<file path="src/rtl/imem_loader.sv">
// Instruction-memory boot loader: assembles an MSB-first byte stream into 32-bit
// words, writes them from BASE_ADDR upward and holds the CPU in reset meanwhile.
module imem_loader #(
  parameter logic [31:0] BASE_ADDR = 32'h0040_0000,
  parameter int unsigned DEPTH     = 1024
) (
  input  logic        clk,
  input  logic        rst,
  input  logic        start,
  input  logic [10:0] len_words,
  input  logic        abort,
  input  logic        byte_valid,
  input  logic [7:0]  byte_data,
  output logic        byte_ready,
  output logic        wena,
  output logic [31:0] waddr,
  output logic [31:0] wdata,
  output logic        cpu_hold,
  output logic        busy,
  output logic        done,
  output logic        error,
  output logic [31:0] checksum
);

  localparam int unsigned IDX_W = (DEPTH > 1) ? $clog2(DEPTH) : 1;

  typedef enum logic [1:0] {
    IDLE,
    COLLECT,
    WRITE,
    DONE
  } state_t;

  state_t            state;
  logic [10:0]       len;
  logic [IDX_W-1:0]  word_index;
  logic [1:0]        byte_cnt;
  logic [23:0]       word_sr;
  logic [31:0]       next_word;
  logic              len_ok;
  logic              last_word;

  assign next_word = {word_sr, byte_data};
  assign len_ok    = (len_words != '0) && (32'(len_words) <= DEPTH);
  assign last_word = (32'(word_index) + 32'd1) == 32'(len);

  always_ff @(posedge clk) begin
    if (rst) begin
      state      <= IDLE;
      len        <= '0;
      word_index <= '0;
      byte_cnt   <= '0;
      word_sr    <= '0;
      byte_ready <= 1'b0;
      wena       <= 1'b0;
      waddr      <= BASE_ADDR;
      wdata      <= '0;
      cpu_hold   <= 1'b0;
      busy       <= 1'b0;
      done       <= 1'b0;
      error      <= 1'b0;
      checksum   <= '0;
    end else begin
      wena <= 1'b0;
      done <= 1'b0;
      case (state)
        IDLE: begin
          if (start) begin
            if (len_ok) begin
              len        <= len_words;
              word_index <= '0;
              byte_cnt   <= '0;
              checksum   <= '0;
              error      <= 1'b0;
              byte_ready <= 1'b1;
              busy       <= 1'b1;
              cpu_hold   <= 1'b1;
              state      <= COLLECT;
            end else begin
              error <= 1'b1;
            end
          end
        end

        COLLECT: begin
          if (abort) begin
            error      <= 1'b1;
            byte_cnt   <= '0;
            byte_ready <= 1'b0;
            busy       <= 1'b0;
            cpu_hold   <= 1'b0;
            state      <= IDLE;
          end else if (byte_valid) begin
            byte_cnt <= byte_cnt + 2'd1;
            word_sr  <= next_word[23:0];
            // The write strobe is issued on the same edge that takes the 4th
            // byte, so wena is high for exactly the cycle spent in WRITE.
            if (byte_cnt == 2'd3) begin
              wena       <= 1'b1;
              waddr      <= BASE_ADDR + 32'({word_index, 2'b00});
              wdata      <= next_word;
              checksum   <= checksum ^ next_word;
              byte_ready <= 1'b0;
              state      <= WRITE;
            end
          end
        end

        WRITE: begin
          if (abort) begin
            error    <= 1'b1;
            byte_cnt <= '0;
            busy     <= 1'b0;
            cpu_hold <= 1'b0;
            state    <= IDLE;
          end else if (last_word) begin
            done  <= 1'b1;
            state <= DONE;
          end else begin
            word_index <= word_index + 1'b1;
            byte_ready <= 1'b1;
            state      <= COLLECT;
          end
        end

        DONE: begin
          busy     <= 1'b0;
          cpu_hold <= 1'b0;
          state    <= IDLE;
        end

        default: state <= IDLE;
      endcase
    end
  end

endmodule

</file>
<file path="config.mk">
export PLATFORM = sky130hd
export DESIGN_NAME = imem_loader
export DESIGN_NICKNAME = d
export VERILOG_FILES = /design/src/rtl/imem_loader.sv
export SDC_FILE = /design/constraint.sdc
export NUM_CORES = 1
export LEC_CHECK = 0
export BUFFER_PORTS_ARGS = -buffer_cell sky130_fd_sc_hd__buf_2
export CORE_UTILIZATION = 49
export CTS_BUF_LIST = sky130_fd_sc_hd__clkbuf_16
export CTS_CLUSTER_SIZE = 14
export DETAILED_ROUTE_END_ITERATION = 10
export GPL_TIMING_DRIVEN = 0
export HOLD_SLACK_MARGIN = 0.1
export PLACE_DENSITY_LB_ADDON = 0.08
export SYNTH_ARGS = -nofsm -noshare
export SYNTH_HDL_FRONTEND = slang
export SYNTH_SLANG_ARGS = --single-unit
</file>
<file path="constraint.sdc">
create_clock -name clk -period 2.7 [get_ports clk]
set_clock_uncertainty 0.15 [all_clocks]
set_input_delay 0.405 -clock clk [delete_from_list [all_inputs] [get_ports clk]]
set_output_delay 0.405 -clock clk [all_outputs]
set_load 0.02 [all_outputs]
</file>
==> summary.txt <==
Status
  – Outcome: finished with violations
  – Violated checks: setup timing

Place
  – GP Congestion: roughly 0.90
  – Pre-CTS setup slack: -0.470 ns
  – IO buf count: ~100
  – DP Cell Count: approximately 930
  – Post-detail-place hpwl: 9800 microns

Timing
  – Pins over their slew limit: 0
  – Fin crit period: 2.77 ns
  – Finish-stage setup viols: 5
  – Worst Max-Slew Pin Slew: 0.707 ns
  – Fin Hold WS: between 0.09 and 0.1 ns
  – Final setup margin: -0.0674 ns
  – Fmax achieved: 0.361 GHz
  – Tcrit/Tclk final: 1.02
  – Final hold viol count: 0
  – RSZ-0062 raised after global routing: yes
  – Max-slew headroom: 0.528

Floorplan
  – Die area: about 0.012 sq mm
  – Die W: 108 microns
  – Cell row count: 38
  – Core area: 0.0109 sq mm
  – Initial core utilization: 0.506
  – # IOs: 126
  – Die H: 108 microns

CTS
  – Clock sinks: 128
  – Clock Tree Root: clkbuf_16
  – Worst-path clk slew: 0.06 ns
  – # H-tree levels: 4
  – Cts bufs inserted: 17
  – CTS tree: built
  – Clk_lat worst skew: 0.42 ns
  – Clock Tree Buf Depth: 2

Detailed routing
  – Met3 wire len: 908 microns
  – 1st-iter DRT viols: 400
  – Top Layer Used: met4
  – M1 wire length: 6670 microns
  – Routed wire length: 14500 microns
  – Drt first pass iters: 5
  – Number of remaining DRC errors: 0
  – Routed via count: just over 5000
  – Avg WL per Cell: 14.7 microns
  – Vias per Instance: 5.15
  – Met2 wire len: roughly 6700 microns
  – Post-route ant nets: 0

Logic synthesis
  – Warnings from Yosys: 0
  – Yosys reg bits: ~130
  – Cell count after synthesis: 671
  – Post-synth EDFFs: 0
  – Netlist cell types: 59
  – Avg Inst Size Synth: 8.21 sq um
  – FFs w/ async S/R, synth: 0
  – Register area share after synthesis: 0.465
  – Netlist Area Pre-Place: around 0.0055 sq mm
  – Synth Flop Type: dfxtp_1

Critical path
  – Endpoint type of the worst setup path: flip-flop
  – Crit-path slowest cell: or4_4
  – Reg2Reg Setup Slack: -0.07 ns
  – Worst R2R End: byte_ready
  – Critical path buffer and inverter count: 2
  – Top delay family on crit path: compound AO/OA/AOI/OAI gates
  – Required time at the worst-slack endpoint: 2.85 ns
  – Setup crit start kind: flip-flop
  – Critical-path maximum fanout: 10
  – Cells along the critical path: ha_4 -> buf_4 -> or4_4 -> a211oi_4 -> o22ai_4 -> buf_4 -> o31ai_2 -> a21oi_1 -> mux2_1
  – Worst path arrival time: 2.92 ns
  – Reg-to-reg startpoint: word_index[0]
  – Cell depth of the worst flop-to-flop path: 9
  – Critical path class: flip-flop to flip-flop
  – Cell repeated most along the worst path: buf_4
  – Critical path's largest stage delay: 0.51 ns

Global route
  – Initial antenna violation count: 0
  – GRT Util Overall: 0.250
  – First-pass GRT wire length: 22500 microns
  – Vias in the first global route: 4594
  – Largest net degree at the start of global routing: 17
  – Total congestion overflow: 0

Finish
  – Final Util: 0.669
  – Multi-input logic area: 0.00282 sq mm
  – Diode count: 0
  – Final std cells w/o fill: 988
  – Layout cell share with drive strength beyond 1: 0.263
  – Fill cells: 913
  – Fin nets: 866
  – Commonest non-fill, non-tap cell in the layout: nand2_1
  – Reg area: 0.00257 sq mm
  – Most frequent cells in the layout: nand2_1 (176), dfxtp_1 (124), buf_2 (102), a21oi_1 (75), nor2_1 (62)
  – Area Growth Syn to Fin: 32.1%

Worst hold path
  – HP Class: input pin to flip-flop
  – Worst hold stages: 3
  – Hold Path End: len[3]
  – Min-delay src: len_words[3]

Pwr
  – Pwr Density: 667 mW/mm^2
  – Final Power: 0.00486 W
  – Static leakage: 3.04 nW
  – Worst ir drop on vdd: 0.000409 V

Run
  – MaxCap Viol Count: 0
logic make-up after synthesis:
family,after synthesis,synth area share
mux,14,0.0259
fa+ha+maj,6,0.0136
other cells,2,0.00136
flops,128,0.465
compound gates,116,0.134
buf+inv,76,0.0697
simple gates,283,0.217
xor+xnor,46,0.0731
cell type report:
cell class	instances	area share
multi-input cells	487	0.387
flip-flops and latches	128	0.353
repair buffers	127	0.0995
clock buffers	17	0.0584
plain buffers	62	0.0486
well taps	140	0.0241
clock inverters	14	0.0229
inverters	13	0.00670
synth_stat cells (5+ instances only):
cell type / n / area, sq um
xor2_1: 36 / 315
a21oi_1: 78 / 390
mux2i_1: 12 / 120
inv_1: 13 / 48.8
dfxtp_1: 128 / 2560
nand2_1: 177 / 664
ha_1: 6 / 75.1
nand3_1: 7 / 35.0
nor2_1: 62 / 233
clkbuf_1: 35 / 131
xnor2_1: 10 / 87.6
or3_1: 5 / 31.3
buf_4: 23 / 173
repair_timing:
| action | 4_1_cts | 5_1_grt |
|---|---|---|
| hold buffers | 7 | 1 |
| resized for setup | 22 | 32 |
| hold endpoints to repair | 7 | 1 |
| setup endpoints to repair | 43 | 65 |
| pin swaps | 14 | 13 |
| buffers inserted | 10 | 8 |
worst register-to-register path, delay by kind of cell, from the launching register on:
family	cells	cell delay (ns)
AO/OA/AOI/OAI	4	0.82
flip-flops	1	0.35
buffers and inverters	2	0.34
AND/OR/NAND/NOR	1	0.51
adder cells (fa/ha/maj)	1	0.16
multiplexers	1	0.32
sequential cells by signal, indices dropped and copies added, names as in the netlist:
name and cells:
state 2, waddr 10, byte_cnt 2, checksum 32, wdata 32, busy 1, word_sr 24, error 1
word_index 10, len 11, done 1, byte_ready 1, wena 1
through the flow:
step / TNS, ns / instance area, sq um
6_report: -0.214 / 7280
3_3_place_gp: -14.20 / 6270
2_1_floorplan: 0 / 5590
5_1_grt: -1.02 / 7280
4_1_cts: -0.209 / 7080
3_5_place_dp: -16.78 / 6270
report_power, final:
group / switching (W) / leakage [nW] / internal, W
Clock: 0.000859 / 0.287 / 0.00144
Sequential: 0.0000457 / 1.04 / 0.00194
Combinational: 0.000367 / 1.72 / 0.000207
Total: 0.00127 / 3.04 / 0.00359
metal layers:
| layer | track usage | up-vias |
|---|---|---|
| li1 | - | 2503 |
| met1 | 0.336 | 2375 |
| met2 | 0.383 | 184 |
| met3 | 0.0639 | 26 |
| met4 | 0.0978 | 0 |
| met5 | 0 | - |
worst max path at each step:
stage                  start       endpoint  cells after the start
6_report       word_index[0]     byte_ready                      9
5_1_grt        word_index[0]  word_index[5]                      8
4_1_cts        word_index[0]     byte_ready                      9
3_5_place_dp    len_words[6]   checksum[15]                      7
3_3_place_gp    len_words[6]    checksum[6]                      7
2_1_floorplan  word_index[1]  word_index[5]                      8
Power figures use the tool's default switching activity.
